### config.mk
export PLATFORM = sky130hd
export DESIGN_NAME = palette_ram_mp
export DESIGN_NICKNAME = d
export VERILOG_FILES = /design/src/rtl/ppu_pkg.sv /design/src/rtl/palette_mem.sv /design/src/rtl/palette_ram_mp.sv
export SDC_FILE = /design/constraint.sdc
export NUM_CORES = 1
export LEC_CHECK = 0
export CAP_MARGIN = 40
export CORE_ASPECT_RATIO = 0.7
export CORE_MARGIN = 4
export CORE_UTILIZATION = 65
export CTS_BUF_LIST = sky130_fd_sc_hd__clkbuf_2
export CTS_CLUSTER_DIAMETER = 80
export CTS_CLUSTER_SIZE = 8
export DETAILED_ROUTE_END_ITERATION = 8
export PLACE_DENSITY = 0.84
export SYNTH_ARGS = -nofsm -noshare
export SYNTH_HDL_FRONTEND = slang
export SYNTH_SLANG_ARGS = --single-unit
### constraint.sdc
create_clock -name clk -period 2.5 [get_ports clk]
set_input_delay 0.375 -clock clk [delete_from_list [all_inputs] [get_ports clk]]
set_output_delay 0.375 -clock clk [all_outputs]
set_load 0.01 [all_outputs]
### src/rtl/ppu_pkg.sv
// Shared PPU definitions: palette colour type, black constant and the
// backdrop mirroring helper used by every palette address path.
package ppu_pkg;

    localparam int unsigned PAL_DW = 6;

    typedef logic [PAL_DW-1:0] pal_color_t;

    localparam pal_color_t PAL_BLACK = 6'h0F;

    // Backdrop aliasing: the top address bit survives only when addr[1:0] != 0,
    // so $3F10/$3F14/$3F18/$3F1C land on $3F00/$3F04/$3F08/$3F0C.
    function automatic logic [31:0] pal_mirror(input logic [31:0] addr,
                                               input int unsigned aw);
        logic [31:0] low_mask;
        logic [31:0] top_bit;
        logic        keep_top;
        low_mask = (32'd1 << (aw - 1)) - 32'd1;
        top_bit  = (addr >> (aw - 1)) & 32'd1;
        keep_top = top_bit[0] & (|addr[1:0]);
        return (addr & low_mask) | (32'(keep_top) << (aw - 1));
    endfunction

endpackage

### src/rtl/palette_mem.sv
// Plain 1W/2R palette array: synchronous write, combinational reads, so a
// same-edge write is never visible to a read sampled on that edge (read-first).
// Contents are never reset.
module palette_mem #(
    parameter int unsigned DEPTH = 32,
    parameter int unsigned DW    = 6
) (
    input  logic                     clk,
    input  logic                     we,
    input  logic [$clog2(DEPTH)-1:0] waddr,
    input  logic [DW-1:0]            wdata,
    input  logic [$clog2(DEPTH)-1:0] raddr_a,
    output logic [DW-1:0]            rdata_a_c,
    input  logic [$clog2(DEPTH)-1:0] raddr_b,
    output logic [DW-1:0]            rdata_b_c
);

    logic [DW-1:0] mem [DEPTH];

    // Single write port
    always_ff @(posedge clk) begin
        if (we) begin
            mem[waddr] <= wdata;
        end
    end

    assign rdata_a_c = mem[raddr_a];
    assign rdata_b_c = mem[raddr_b];

endmodule

### src/rtl/palette_ram_mp.sv
// PPU palette memory: CPU request/ready port, registered render port with
// backdrop mirroring and grayscale masking.
// Optional feature macro PALETTE_INIT_EN: post-reset fill sequencer that
// writes INIT_VAL to every entry and stalls the CPU port while busy.
module palette_ram_mp
    import ppu_pkg::*;
#(
    parameter int unsigned   DEPTH    = 32,
    parameter int unsigned   DW       = 6,
    parameter int unsigned   MIRROR   = 1,
    parameter logic [DW-1:0] INIT_VAL = DW'(PAL_BLACK)
) (
    input  logic                     clk,
    input  logic                     rst,
    input  logic                     cpu_req,
    input  logic                     cpu_we,
    input  logic [$clog2(DEPTH)-1:0] cpu_addr,
    input  logic [DW-1:0]            cpu_wdata,
    output logic                     cpu_ready,
    output logic                     cpu_rvalid,
    output logic [DW-1:0]            cpu_rdata,
    input  logic [$clog2(DEPTH)-1:0] ren_addr,
    input  logic                     ren_gray,
    output logic [DW-1:0]            ren_data,
    output logic                     busy
);

    localparam int unsigned AW = $clog2(DEPTH);

    logic [AW-1:0] cpu_eff;
    logic [AW-1:0] ren_eff;
    logic [AW-1:0] seq_addr;
    logic [AW-1:0] mem_waddr;
    logic [DW-1:0] mem_wdata;
    logic [DW-1:0] rd_a;
    logic [DW-1:0] rd_b;
    logic          seq_wr;
    logic          mem_we;
    logic          cpu_acc;

    assign cpu_acc = cpu_req & cpu_ready;

    // Effective address mapping, identical for both ports
    always_comb begin
        cpu_eff = cpu_addr;
        ren_eff = ren_addr;
        if (MIRROR != 0) begin
            cpu_eff = AW'(pal_mirror(32'(cpu_addr), AW));
            ren_eff = AW'(pal_mirror(32'(ren_addr), AW));
        end
    end

`ifdef PALETTE_INIT_EN
    typedef enum logic {ST_INIT, ST_RUN} seq_state_t;

    seq_state_t    state;
    seq_state_t    state_nx;
    logic [AW-1:0] cnt;
    logic [AW-1:0] cnt_nx;

    // Sequencer state and fill counter
    always_ff @(posedge clk or negedge rst) begin
        if (!rst) begin
            state <= ST_INIT;
            cnt   <= '0;
        end else begin
            state <= state_nx;
            cnt   <= cnt_nx;
        end
    end

    // Walk every entry once, then hand the array to the CPU for good
    always_comb begin
        state_nx = state;
        cnt_nx   = cnt;
        seq_wr   = 1'b0;
        case (state)
            ST_INIT: begin
                seq_wr = 1'b1;
                cnt_nx = cnt + AW'(1);
                if (cnt == AW'(DEPTH - 1)) begin
                    state_nx = ST_RUN;
                    cnt_nx   = '0;
                end
            end
            ST_RUN:  state_nx = ST_RUN;
            default: state_nx = ST_INIT;
        endcase
    end

    assign seq_addr = cnt;

    // Ready and busy flip on the edge that writes the last entry
    always_ff @(posedge clk or negedge rst) begin
        if (!rst) begin
            cpu_ready <= 1'b0;
            busy      <= 1'b1;
        end else begin
            cpu_ready <= (state_nx == ST_RUN);
            busy      <= (state_nx == ST_INIT);
        end
    end
`else
    assign seq_wr   = 1'b0;
    assign seq_addr = '0;
    assign busy     = 1'b0;

    // CPU port opens on the first edge after reset release
    always_ff @(posedge clk or negedge rst) begin
        if (!rst) begin
            cpu_ready <= 1'b0;
        end else begin
            cpu_ready <= 1'b1;
        end
    end
`endif

    // Write port arbitration: the fill sequencer owns the array while active
    always_comb begin
        mem_we    = seq_wr | (cpu_acc & cpu_we);
        mem_waddr = cpu_eff;
        mem_wdata = cpu_wdata;
        if (seq_wr) begin
            mem_waddr = seq_addr;
            mem_wdata = INIT_VAL;
        end
    end

    palette_mem #(
        .DEPTH (DEPTH),
        .DW    (DW)
    ) u_mem (
        .clk       (clk),
        .we        (mem_we),
        .waddr     (mem_waddr),
        .wdata     (mem_wdata),
        .raddr_a   (cpu_eff),
        .rdata_a_c (rd_a),
        .raddr_b   (ren_eff),
        .rdata_b_c (rd_b)
    );

    // CPU read return: data captured at the acceptance edge
    always_ff @(posedge clk or negedge rst) begin
        if (!rst) begin
            cpu_rvalid <= 1'b0;
            cpu_rdata  <= '0;
        end else begin
            cpu_rvalid <= cpu_acc & ~cpu_we;
            if (cpu_acc && !cpu_we) begin
                cpu_rdata <= rd_a;
            end
        end
    end

    // Render lookup with grayscale masking in the same stage
    always_ff @(posedge clk or negedge rst) begin
        if (!rst) begin
            ren_data <= '0;
        end else if (ren_gray) begin
            ren_data <= rd_b & ~DW'(4'hF);
        end else begin
            ren_data <= rd_b;
        end
    end

endmodule

==> run_results.csv, run 1 <==
group,metric,value,unit
place,place_area,10260,µm²
drt,drc,0,
layout,n_antenna_cell,0,
place,gp_congestion,0.9252,
clock_tree,path_clk_slew,260,ps
critical_path,path_cells,"clkdlybuf4s50_1",
critical_path,critical_path_peak_fanout,2,
critical_path,cpPeakStageDelay,560,ps
layout,multi_input_area,3132,µm²
synth,synthCells,530,
synth,syn_area,9266,µm²
die,rows,36,
timing,drv_slew,0,
synth,synthArstFlopShare,7.071,%
layout,layout_commonest_cell,"edfxtp_1",
layout,num-nets-final,658,
critical_path,critPathLaunch,"cpu_rdata[1]",
grt,grt_usage,31.46,%
timing,period_minus_slack,2189,ps
die,core_area,13920,µm²
critical_path,crit_family,"buffers and inverters",
synth,ys.flop_type,"edfxtp_1",
timing,hold_viol,0,
outcome,status,"finished clean",
critical_path,end_kind,"primary output",
synth,muxShareOfSynthArea,20.82,%
layout,syn_to_final_growth,13.42,%
timing,maxSlewHeadroom,47.81,%
critical_path,worst-setup-path-type,"reg -> out",
pwr,p_total,5.990,mW
synth,ys.warnings.count,0,
clock_tree,cts-root-buf,"clkbuf_2",
grt,grt_start_max_net_pins,33,
synth,ys_types,44,
clock_tree,cts_sinks,198,
pwr,p_leak,3.532,nW
die,die_w,150.7,µm
critical_path,r2r-end,"ren_data[3]",
timing,fin_skew,31.91,ps
grt,grt_pass1_wl,36.31,mm
die,die_h,107.9,µm
grt,antenna_found_initial,0,
synth,synthSimpleGateAreaFrac,5.198,%
drt,via_per_inst,7.225,
die,ioPinCount,36,
timing,setup_viol,0,
place,dp_hpwl,16.92,mm
timing,fin_ws,310.6,ps
timing,max_freq,0.4567,GHz
layout,n_fill_cell,817,
grt,grt_pass1_vias,5989,
synth,synth_top_family_by_area,"multiplexers",
drt,avgRoutedWirePerCell,28.70,µm
die,die_area,16260,µm²
critical_path,r2r_start,"u_mem.mem[17][3]",
critical_path,cp.arrival,1810,ps
synth,synthAdderAreaFrac,0,%
layout,post-route-cell-area,10510,µm²
clock_tree,cts.path.max_buffers,2,
critical_path,crit_end,"cpu_rdata[1]",
clock_tree,cts.htree.levels,4,
critical_path,cp_num_buf_inv,1,
drt,drt_first_pass_iters,6,
place,place_ws,-84.43,ps
pwr,ir_worst_vdd,0.4319,mV
critical_path,crit_cells,1,
layout,seq_area,5876,µm²
critical_path,cp.required,2120,ps
clock_tree,cts_tree,"built",
layout,most-common-layout-cells,"edfxtp_1 (184), buf_4 (76), mux4_2 (51)",
clock_tree,cts_resized,0,
drt,drt_iter0_markers,1059,
synth,synth_edf_count,184,
drt,ant_nets,0,
pwr,power_density,570.0,nW/µm²
timing,fin_crit_sh,87.58,%
critical_path,startpoint_type,"flop",
critical_path,ff2ff_path_depth,5,
synth,synth_compound_area_share,7.048,%
clock_tree,numCtsBuffers,17,
hold_path,hp-class,"in -> reg",
grt,overflow,0,
synth,synth_xor_area_share,0,%
synth,seq_area_frac_synth,63.41,%
critical_path,crit_slowest_cell,"clkdlybuf4s50_1",
timing,tightest_slew,780.3,ps
timing,rsz0062_at_grt,"false",
clock_tree,clk_latency,810,ps
critical_path,r2r_slack,480,ps
die,start_util,66.58,%
drt,wirelength,24.11,mm
place,io_buffers,34,
flow_run,max_cap_violations,0,
synth,syn_avg_cell_area,17.48,µm²
drt,via_count,6069,
synth,synth_seq_cells,198,
layout,drive_gt1_share,30.77,%
[synthesized netlist by cell type (7+ instances only)]
cell / n / area, µm²
nor3_1: 14 / 70.07
edfxtp_1: 184 / 5525
mux2_2: 30 / 337.8
buf_2: 13 / 65.06
mux4_2: 51 / 1149
mux4_1: 14 / 367.9
nand3_1: 12 / 60.06
nor2_1: 28 / 105.1
a221oi_1: 28 / 245.2
buf_6: 7 / 78.83
clkbuf_1: 16 / 60.06
a2111oi_0: 8 / 70.07
dfrtp_1: 14 / 350.3
nand2_1: 13 / 48.80
nor2b_1: 14 / 87.58
[layer usage]
metal / GRT usage [%] / up-vias / wire, µm
met2: 47.01 / 532 / 11080
met4: 8.797 / 0 / 548
li1: - / 2427 / -
met1: 45.57 / 3042 / 9060
met3: 9.933 / 68 / 3418
met5: 0 / - / 0
[worst min-delay path by stage]
stage / start / to / slack [ps] / cells past startpoint
finish: ren_gray / ren_data[1] / 210 / 2
global route: ren_gray / ren_data[1] / 140 / 2
CTS: ren_gray / ren_data[1] / 150 / 2
detailed placement: cpu_rdata[4] / cpu_rdata[4] / 500 / 1
global placement: cpu_rdata[2] / cpu_rdata[2] / 490 / 1
floorplan: rst / cpu_rdata[0] / 80 / 0
[cells by family after synthesis]
family,count (synthesis)
and+or+nand+nor,98
muxes,101
DFF,198
other,2
buffers and inverters,50
AOI/OAI and AO/OA,81
[area by class of cell]
cell class,count,share of cell area (%)
tap,190,2.262
sequential,198,55.90
timing repair buffer,116,9.524
multi-input combinational,298,29.80
inverter,6,0.2143
clock buffer,18,0.8571
clock inverter,14,1.440
[timing repair]
| action | CTS | global route |
|---|---|---|
| buffers inserted | 0 | 0 |
| hold endpoints to repair | 14 | 0 |
| hold buffers | 1 | 0 |
[power breakdown]
group | leakage [nW] | internal [mW] | switching, mW
registers | 1.83 | 3.68 | 0.0288
logic | 1.57 | 0.332 | 0.385
clock network | 0.127 | 0.467 | 1.10
[state kept, by name (all words and copies together) (netlist names)]
| name | cells |
|---|---|
| cpu_ready | 1 |
| cpu_rvalid | 1 |
| cpu_rdata | 6 |
| u_mem.mem | 184 |
| ren_data | 6 |
[through the flow]
stage	hold slack, ps	std cells	util, %	TNS (ps)
2_1_floorplan	79.41	546	-	0
3_3_place_gp	493.0	807	73.71	0
3_5_place_dp	498.7	807	73.71	-323.8
4_1_cts	152.3	840	75.51	0
5_1_grt	139.1	840	75.51	0
6_report	208.3	840	75.51	0
(Power assumes the default switching activity.)
==> run 2, diff against run 1 <==
PLACE_DENSITY = 0.94   (was 0.84)
SLEW_MARGIN = 20   (was default)
==> run 2 against run 1 <==
Against the previous run: worst hold slack got worse by 21 ps; clock power up 5%; largest cell class unchanged; clock skew decreased by 10 ps; sequential share of layout area up 0.31 points; final area shrank 0.56%; register-to-register slack worse by 110 ps; fmax down 3.5%; combinational power is 2% lower; non-clock buffer count fell by 12.
==> run_results.csv, run 2 (synthesis results as in run 1) <==
group,metric,value,unit
critical_path,r2r_slack,370,ps
layout,post-route-cell-area,10450,µm²
die,start_util,66.58,%
timing,setup_tns,0,ps
critical_path,critPathLaunch,"cpu_rdata[0]",
grt,antenna_found_initial,0,
drt,via_count,5908,
grt,overflow,0,
layout,seq_area,5876,µm²
grt,grt_use_met2,44.16,%
grt,busiest_layer,"met1",
timing,fin_crit_sh,90.71,%
clock_tree,cts_setup_buffers,0,
hold_path,hp-class,"in -> reg",
critical_path,cp_num_buf_inv,1,
die,ioPinCount,36,
clock_tree,cts-root-buf,"clkbuf_2",
timing,hold_viol,0,
pwr,power_density,581.0,nW/µm²
layout,n_antenna_cell,0,
clock_tree,cts_sinks,198,
timing,whs,187.5,ps
critical_path,cpPeakStageDelay,570,ps
layout,largest_reg_flops,184,
layout,multi_input_area,3132,µm²
timing,rsz0062_at_grt,"false",
drt,drt_first_pass_iters,7,
pwr,switchingPower,1.504,mW
critical_path,cp.arrival,1890,ps
layout,n_fill_cell,786,
flow_run,max_cap_violations,0,
grt,grtUsageMet3,10.77,%
clock_tree,clk_latency,820,ps
place,dp_cells,795,
pwr,intPower,4.568,mW
clock_tree,cts.path.max_buffers,2,
die,die_w,150.7,µm
critical_path,ff2ff_path_depth,5,
critical_path,cp.required,2120,ps
critical_path,crit_family,"buffers and inverters",
clock_tree,hold_buffers,1,
die,die_h,107.9,µm
pwr,ir_worst_vdd,0.4533,mV
grt,grt_pass1_wl,35.31,mm
critical_path,path_cells,"clkdlybuf4s50_1",
critical_path,critical_path_peak_fanout,2,
drt,ant_nets,0,
pwr,pwr-share-seq,61.2,%
layout,reg_top3,"u_mem.mem x184, cpu_rdata x6, ren_data x6",
drt,drc,0,
clock_tree,cts_resized,0,
place,dp_hpwl,16.15,mm
place,gp_congestion,0.9811,
hold_path,hold_start,"ren_gray",
layout,syn_to_final_growth,12.79,%
layout,num-nets-final,646,
timing,tightest_slew,719.4,ps
die,die_area,16260,µm²
grt,met1_usage,44.54,%
grt,grt_start_max_net_pins,39,
place,place_area,10180,µm²
die,core_area,13920,µm²
layout,top_register,"u_mem.mem",
clock_tree,numCtsBuffers,17,
drt,via_per_inst,7.135,
drt,drt_iter0_markers,899,
layout,drive_gt1_share,29.31,%
die,rows,36,
clock_tree,cts.htree.levels,4,
layout,layout_commonest_cell,"edfxtp_1",
critical_path,r2r_start,"u_mem.mem[18][3]",
critical_path,startpoint_type,"flop",
place,io_buffers,34,
grt,grt_pass1_vias,5890,
clock_tree,cts_tree,"built",
timing,max_freq,0.4410,GHz
timing,maxSlewHeadroom,51.89,%
pwr,pwr-share-comb,11.5,%
pwr,p_sw_share,24.77,%
pwr,p_clk_share,27.2,%
timing,drv_slew,0,
layout,most-common-layout-cells,"edfxtp_1 (184), buf_4 (63), mux4_2 (51)",
outcome,status,"finished clean",
drt,avgRoutedWirePerCell,28.02,µm
pwr,p_total,6.072,mW
hold_path,holdPathStages,2,
critical_path,worst-setup-path-type,"reg -> out",
timing,fin_skew,21.68,ps
drt,wirelength,23.20,mm
clock_tree,path_clk_slew,270,ps
grt,grt_usage,30.49,%
pwr,p_leak,3.497,nW
timing,period_minus_slack,2268,ps
critical_path,crit_cells,1,
timing,setup_viol,0,
critical_path,end_kind,"primary output",
layout,stdcell_count,828,
critical_path,crit_slowest_cell,"clkdlybuf4s50_1",
-- run 2: cell count changes in the layout (fill, tap and decap cells not counted), sizes merged --
cell      before  now
clkinv         2    5
bufinv         2    3
clkbuf        18   17
inv            9   10
clkinvlp       7    3
buf           85   73
-- run 2: cell type report --
type | instances | area share (%)
inverters | 6 | 0.2155
well taps | 190 | 2.275
clock buffers | 17 | 0.8141
multi-input cells | 298 | 29.97
flip-flops and latches | 198 | 56.22
repair buffers | 104 | 8.835
clock inverters | 15 | 1.676
-- run 2: power groups by stage --
stage               logic (mW)  registers (mW)  clock network (mW)
CTS                      0.687            3.71                1.68
floorplan                0.375            3.78                   0
finish                   0.701            3.72                1.65
detailed placement       0.682            3.79                   0
global placement         0.663            3.78                   0
global route             0.737            3.72                1.83
-- run 2: final timing paths --
path                                 to
hold reg to reg            cpu_rdata[1]
setup / recovery           cpu_rdata[0]
setup reg to reg            ren_data[3]
max in group asynchronous  cpu_rdata[1]
min in group asynchronous  cpu_rdata[4]
hold / removal              ren_data[0]
-- run 2: layer usage --
layer	up-vias	wire length, µm
met3	50	3254
met2	475	10590
met4	0	503
met5	-	0
li1	2401	-
met1	2982	8853
-- run 2: through the flow --
step | worst slack [ps] | util (%)
floorplan | 293.2 | -
global placement | 91.24 | 73.15
detailed placement | 49.57 | 73.15
CTS | 231.8 | 75.09
global route | 135.1 | 75.09
finish | 232.2 | 75.09
